File: src/rtl/mul_share_pkg.sv
// mul_share_pkg
// Shared types and constants for the shared-multiplier arbiter (mul_share_arb)
// and its sub-blocks (rr_arb, mul).
//   arb_state_e  : arbiter FSM states (IDLE, BUSY)
//   mul_state_e  : multiplier occupancy FSM states
//   idx_width()  : width of an index into n items, never less than 1
//   STAT_WIDTH   : width of the optional completed-operation counter
package mul_share_pkg;

    localparam int STAT_WIDTH = 16;

    typedef enum logic {
        IDLE = 1'b0,
        BUSY = 1'b1
    } arb_state_e;

    typedef enum logic [1:0] {
        MUL_IDLE = 2'd0,
        MUL_CALC = 2'd1,
        MUL_DONE = 2'd2
    } mul_state_e;

    function automatic int idx_width(input int n);
        return (n > 1) ? $clog2(n) : 1;
    endfunction

endpackage

File: src/rtl/mul_share_arb_mul.sv
// mul
// Unsigned multiplier with p_ncycles occupancy behind val/rdy. The product is
// captured at acceptance and presented p_ncycles cycles after the accepting
// cycle; it is held stable until the response is taken. A new request is
// accepted in the same cycle the pending response is taken, so ops can run
// back to back with no bubble.
// Ports:
//   clk, reset  clock, synchronous active-high reset
//   req_val/req_rdy/req_msg    operand pair {b, a} (a = low half)
//   resp_val/resp_rdy/resp_msg full 2*p_width product
module mul
    import mul_share_pkg::*;
#(
    parameter int p_width   = 4,
    parameter int p_ncycles = 3
) (
    input  logic                 clk,
    input  logic                 reset,
    input  logic                 req_val,
    output logic                 req_rdy,
    input  logic [2*p_width-1:0] req_msg,
    output logic                 resp_val,
    input  logic                 resp_rdy,
    output logic [2*p_width-1:0] resp_msg
);

    localparam int MW = 2 * p_width;
    localparam int CW = idx_width(p_ncycles + 1);

    mul_state_e    state, state_next;
    logic [CW-1:0] cnt;
    logic [MW-1:0] prod;
    logic [MW-1:0] op_a, op_b;
    logic          req_go, resp_go;

    assign op_a     = {{p_width{1'b0}}, req_msg[p_width-1:0]};
    assign op_b     = {{p_width{1'b0}}, req_msg[MW-1:p_width]};
    assign resp_val = (state == MUL_DONE);
    assign resp_msg = prod;
    assign resp_go  = resp_val && resp_rdy;
    assign req_rdy  = (state == MUL_IDLE) || resp_go;
    assign req_go   = req_val && req_rdy;

    always_comb begin
        state_next = state;
        case (state)
            MUL_IDLE: if (req_go) state_next = (p_ncycles == 1) ? MUL_DONE : MUL_CALC;
            MUL_CALC: if (cnt == CW'(p_ncycles - 1)) state_next = MUL_DONE;
            MUL_DONE: begin
                if (req_go)       state_next = (p_ncycles == 1) ? MUL_DONE : MUL_CALC;
                else if (resp_go) state_next = MUL_IDLE;
            end
            default:  state_next = MUL_IDLE;
        endcase
    end

    always_ff @(posedge clk) begin
        if (reset) begin
            state <= MUL_IDLE;
            cnt   <= '0;
            prod  <= '0;
        end else begin
            state <= state_next;
            if (req_go) begin
                cnt  <= CW'(1);
                prod <= op_a * op_b;
            end else if (state == MUL_CALC) begin
                cnt <= cnt + 1'b1;
            end
        end
    end

endmodule

File: src/rtl/mul_share_arb_rr_arb.sv
// rr_arb
// Combinational round-robin picker: grants the first valid requester at or
// after rr_ptr, wrapping modulo p_nreqs. The pointer register lives in the
// caller; this block only searches.
// Ports:
//   valid     in   p_nreqs  request valid vector
//   rr_ptr    in   IW       highest-priority requester index
//   en        in   1        arbitration allowed this cycle
//   grant     out  p_nreqs  one-hot grant (zero when en=0 or nothing valid)
//   grant_idx out  IW       encoded index of grant
//   any_grant out  1        a grant was issued
module rr_arb
    import mul_share_pkg::*;
#(
    parameter int p_nreqs = 4,
    localparam int IW = idx_width(p_nreqs)
) (
    input  logic [p_nreqs-1:0] valid,
    input  logic [IW-1:0]      rr_ptr,
    input  logic               en,
    output logic [p_nreqs-1:0] grant,
    output logic [IW-1:0]      grant_idx,
    output logic               any_grant
);

    int            slot;
    logic [IW-1:0] cand;

    always_comb begin
        grant     = '0;
        grant_idx = '0;
        any_grant = 1'b0;
        slot      = 0;
        cand      = '0;
        for (int k = 0; k < p_nreqs; k++) begin
            slot = int'(rr_ptr) + k;
            if (slot >= p_nreqs) slot = slot - p_nreqs;
            cand = IW'(slot);
            if (en && !any_grant && valid[cand]) begin
                any_grant   = 1'b1;
                grant[cand] = 1'b1;
                grant_idx   = cand;
            end
        end
    end

endmodule

File: src/rtl/mul_share_arb.sv
// mul_share_arb
// Shares one internal p_ncycles-occupancy multiplier among p_nreqs requesters.
// Round-robin arbitration, one op in flight, response routed to its issuer.
// In the cycle a response is taken, arbitration runs again so a new op can be
// issued with no bubble (pipelined handoff).
// Optional feature: define MUL_SHARE_STATS_EN to add the saturating stat_ops
// counter of completed operations.
// Ports:
//   clk, reset  clock, synchronous active-high reset
//   req_val     in   p_nreqs            per-requester request valid
//   req_rdy     out  p_nreqs            one-hot or zero request ready
//   req_msg     in   p_nreqs*2*p_width  requester i at [i*2*p_width +: 2*p_width]
//   resp_val    out  p_nreqs            one-hot or zero response valid
//   resp_rdy    in   p_nreqs            per-requester response ready
//   resp_msg    out  2*p_width          product, qualified by resp_val[i]
//   stat_ops    out  16                 completed ops (MUL_SHARE_STATS_EN only)
// Handshake: a transfer happens in a cycle where val and rdy are both high;
// a valid response is held unchanged until its ready is seen.
module mul_share_arb
    import mul_share_pkg::*;
#(
    parameter int p_width   = 4,
    parameter int p_ncycles = 3,
    parameter int p_nreqs   = 4
) (
    input  logic                         clk,
    input  logic                         reset,
    input  logic [p_nreqs-1:0]           req_val,
    output logic [p_nreqs-1:0]           req_rdy,
    input  logic [p_nreqs*2*p_width-1:0] req_msg,
    output logic [p_nreqs-1:0]           resp_val,
    input  logic [p_nreqs-1:0]           resp_rdy,
    output logic [2*p_width-1:0]         resp_msg
`ifdef MUL_SHARE_STATS_EN
    ,
    output logic [STAT_WIDTH-1:0]        stat_ops
`endif
);

    localparam int IW = idx_width(p_nreqs);
    localparam int MW = 2 * p_width;

    arb_state_e    state, state_next;
    logic [IW-1:0] rr_ptr, owner;

    logic               arb_en, any_grant;
    logic [p_nreqs-1:0] grant;
    logic [IW-1:0]      grant_idx;

    logic          mul_req_val, mul_req_rdy, mul_resp_val, mul_resp_rdy;
    logic [MW-1:0] mul_req_msg, mul_resp_msg;
    logic          req_go, resp_go;

    // Response path is only live while an op is owned.
    assign mul_resp_rdy = (state == BUSY) && resp_rdy[owner];
    assign resp_go      = mul_resp_val && mul_resp_rdy;

    // Arbitrate when idle, or in the cycle the pending response is taken.
    // rr_ptr already moved past the current owner at its grant.
    assign arb_en = (state == IDLE) || resp_go;

    rr_arb #(.p_nreqs(p_nreqs)) u_rr_arb (
        .valid     (req_val),
        .rr_ptr    (rr_ptr),
        .en        (arb_en),
        .grant     (grant),
        .grant_idx (grant_idx),
        .any_grant (any_grant)
    );

    assign mul_req_val = any_grant;
    assign mul_req_msg = req_msg[grant_idx*MW +: MW];
    assign req_rdy     = mul_req_rdy ? grant : '0;
    assign req_go      = any_grant && mul_req_rdy;
    assign resp_msg    = mul_resp_msg;

    always_comb begin
        resp_val = '0;
        if (state == BUSY) resp_val[owner] = mul_resp_val;
    end

    always_comb begin
        state_next = state;
        case (state)
            IDLE:    if (req_go) state_next = BUSY;
            BUSY:    if (resp_go && !req_go) state_next = IDLE;
            default: state_next = IDLE;
        endcase
    end

    always_ff @(posedge clk) begin
        if (reset) begin
            state  <= IDLE;
            rr_ptr <= '0;
            owner  <= '0;
        end else begin
            state <= state_next;
            if (req_go) begin
                owner  <= grant_idx;
                rr_ptr <= (grant_idx == IW'(p_nreqs - 1)) ? '0 : grant_idx + 1'b1;
            end
        end
    end

    mul #(.p_width(p_width), .p_ncycles(p_ncycles)) u_mul (
        .clk      (clk),
        .reset    (reset),
        .req_val  (mul_req_val),
        .req_rdy  (mul_req_rdy),
        .req_msg  (mul_req_msg),
        .resp_val (mul_resp_val),
        .resp_rdy (mul_resp_rdy),
        .resp_msg (mul_resp_msg)
    );

`ifdef MUL_SHARE_STATS_EN
    logic [STAT_WIDTH-1:0] stat_ops_q;

    always_ff @(posedge clk) begin
        if (reset)                          stat_ops_q <= '0;
        else if (resp_go && stat_ops_q != '1) stat_ops_q <= stat_ops_q + 1'b1;
    end

    assign stat_ops = stat_ops_q;
`endif

endmodule

File: config.mk
export PLATFORM = sky130hd
export DESIGN_NAME = mul_share_arb
export DESIGN_NICKNAME = d
export VERILOG_FILES = /design/src/rtl/mul_share_pkg.sv /design/src/rtl/mul_share_arb_mul.sv /design/src/rtl/mul_share_arb_rr_arb.sv /design/src/rtl/mul_share_arb.sv
export SDC_FILE = /design/constraint.sdc
export NUM_CORES = 1
export LEC_CHECK = 0
export ABC_AREA = 1
export CORE_UTILIZATION = 50
export DETAILED_ROUTE_END_ITERATION = 12
export PLACE_DENSITY = 0.83
export RECOVER_POWER = 100
export SYNTH_ARGS = -nofsm -noshare
export SYNTH_HDL_FRONTEND = slang
export SYNTH_HIERARCHICAL = 1
export SYNTH_SLANG_ARGS = --single-unit
export TNS_END_PERCENT = 10
File: constraint.sdc
create_clock -name clk -period 12.5 [get_ports clk]
set_input_delay 3.125 -clock clk [delete_from_list [all_inputs] [get_ports clk]]
set_output_delay 3.125 -clock clk [all_outputs]
set_load 0.005 [all_outputs]
==> impl_metrics.ini <==
[timing]
setup_violations = 0
timing.fmax_ghz = 0.116
worstMarginPinSlew_ps = 609
fin_crit_ps = 8640
timing.final.crit_share = 0.691
fin_worst_hold_slack_ps = 473
relSlewSlack = 0.593
hold_viol = 0
slew_violations = 0
clock_skew_ps = 6.48
tns_ps = 0
rsz0062_at_grt = no
setup_ws_ps = 3860

[placed_design]
hpwlAfterDp_microns = 3840
place_ws_ps = 4150
gp_congestion = 0.839
io_buffers = 57

[grt]
grt_usage = 0.247
grt_start_max_net_pins = 21
antenna_found_initial = 0
grt_pass1_vias = 2039
grt-ovfl-total = 0
grt_first_pass_wirelength_microns = 8560

[clock_tree]
htreeDepth = 1
cts_setup_buffers = 0
cts_tree = yes
root_buffer = clkbuf_8
clkSinkCount = 17
cts_hold_buf = 0
clk_latency_ps = 250
clkTransAtPathRegs_ps = 70
cts_buffer_depth = 2
numCtsBuffers = 3
cts-resized-gates = 0

[worst_setup_path]
crit_top_cell = nand2_1
startpoint_type = primary input
crit_slowest_cell = dlygate4sd3_1
cp_cell_sequence = dlygate4sd3_1 > nand2_1 > nand2_1 > nand2_1 > nand2_1 > nand2_1 > nand2_1 > nand2_1 > inv_1 > nand3_1 > nand4_1 > nand2_1 > nand2_1 > inv_1 > dlygate4sd3_1
crit_arrival_ps = 5510
crit_fanout = 8
cp-end-kind = output pin
critPathMaxStageDelay_ps = 560
required_ps = 9380
path_class = in -> out

[logic_synthesis]
synthArstFlopShare = 0
syn_area_sq_um = 2030
ys_types = 34
ys_seq_area_frac = 0.168
syn-num-nets = 386
yosysTopAreaCellShare = 0.168
ys.flop_type = dfxtp_1
netlist_instances = 318
synth_top_area_cell = dfxtp_1
syn_area_per_cell_sq_um = 6.39
synthTopCellsByCount = nand2_1 (90), inv_1 (46), nor2_1 (28)
ys.warnings.count = 6
synth_seq_cells = 17
synth_top_cells_by_area = dfxtp_1 (17%), nand2_1 (17%), ha_1 (14%), inv_1 (8.5%), nor2_1 (5.2%)
synth_edf_count = 0
synth.most_common_cell = nand2_1

[die]
die_y_microns = 65.7
dieArea_sq_um = 4320
num_io_pins = 58
rows = 22
initial_core_util = 0.538
coreArea_sq_um = 3770
dieWidth_microns = 65.7

[routing]
viasPerCell = 5.20
vias = 2194
drtIter0Drc = 165
wl_microns = 4880
highest_layer = met3
drcViolationCount = 0
ant_nets = 0
wl_met3_microns = 248
drt-met1-wl_microns = 2210
wl_per_cell_microns = 11.6
wl_met2_microns = 2420
dr.pass1.iters = 4

[final_layout]
final_nets = 443
syn2layout_area_growth_pct = 30.1
fill_cells = 334
antenna_cells = 0
layout-drive-gt1-share = 0.0642

[run]
drv_cap = 0

[outcome]
status = completed

[hold_path]
hp-class = reg -> reg
[final timing paths]
check	startpoint	endpoint	slack [ps]	cells after the start
min	u_mul/resp_msg[2]	u_mul/resp_msg[2]	470	2
max reg2reg	rr_ptr[1]	u_mul/resp_msg[6]	6830	23
max	resp_rdy[3]	req_rdy[0]	3860	15
min reg2reg	u_mul/resp_msg[2]	u_mul/resp_msg[2]	470	2
[per-layer routing]
metal | up-vias | GRT usage
li1 | 1144 | -
met1 | 984 | 0.303
met2 | 66 | 0.453
met3 | 0 | 0.0347
met4 | 0 | 0.0435
met5 | - | 0
[logic make-up (layout without fill, tap and decap cells)]
group / count (synthesis) / count (layout) / share of synthesized area
compound gates: 50 / 50 / 0.148
buf+inv: 56 / 112 / 0.112
simple gates: 169 / 169 / 0.398
fa+ha+maj: 26 / 26 / 0.175
flops: 17 / 17 / 0.168
[worst max-delay path, delay by kind of cell]
kind | cells | cell delay, ps
and+or+nand+nor | 11 | 1090
buffers and inverters | 4 | 1290
[sequential cells by signal, indices dropped and copies added, names as in the netlist]
register and flops:
u_mul/resp_msg 8, u_mul/state 2, owner 2, rr_ptr 2, state 1, u_mul/cnt 2
[placed cells by master, fill, tap and decap left out, types with 2 or more instances in the layout]
master and count:
clkbuf_8 3, a21oi_2 2, nand2_2 4, nand3_4 3
dlygate4sd3_1 17, ha_1 22, a21oi_1 14, or2_0 2
nor3_1 8, nand4_1 10, inv_1 47, fa_1 4
nand3_2 3, nand3_1 15, a211oi_1 2, o21ai_1 3
nor2_1 28, nand2_1 92, dfxtp_1 17, o21ai_0 16
clkdlybuf4s50_1 40, inv_2 3, o22ai_1 8
[final cells by class]
type,instances,area [sq um],share of cell area
multi-input cells,245,1430,0.542
inverters,51,193,0.0729
flip-flops and latches,17,340,0.129
clock buffers,3,41.3,0.0156
clock inverters,1,5.00,0.00189
well taps,48,60.1,0.0227
repair buffers,57,571,0.216
[metrics by stage]
step                      cell area [sq um]  instances   util
after floorplan                        2030        318      -
after global placement                 2630        418  0.698
after detailed placement               2630        418  0.698
after CTS                              2680        422  0.711
after global routing                   2640        422  0.701
final                                  2640        422  0.701
Power is left out: the tool's default activity adds up to more than one toggle a clock period on the data nets, which glitch-free logic cannot reach.
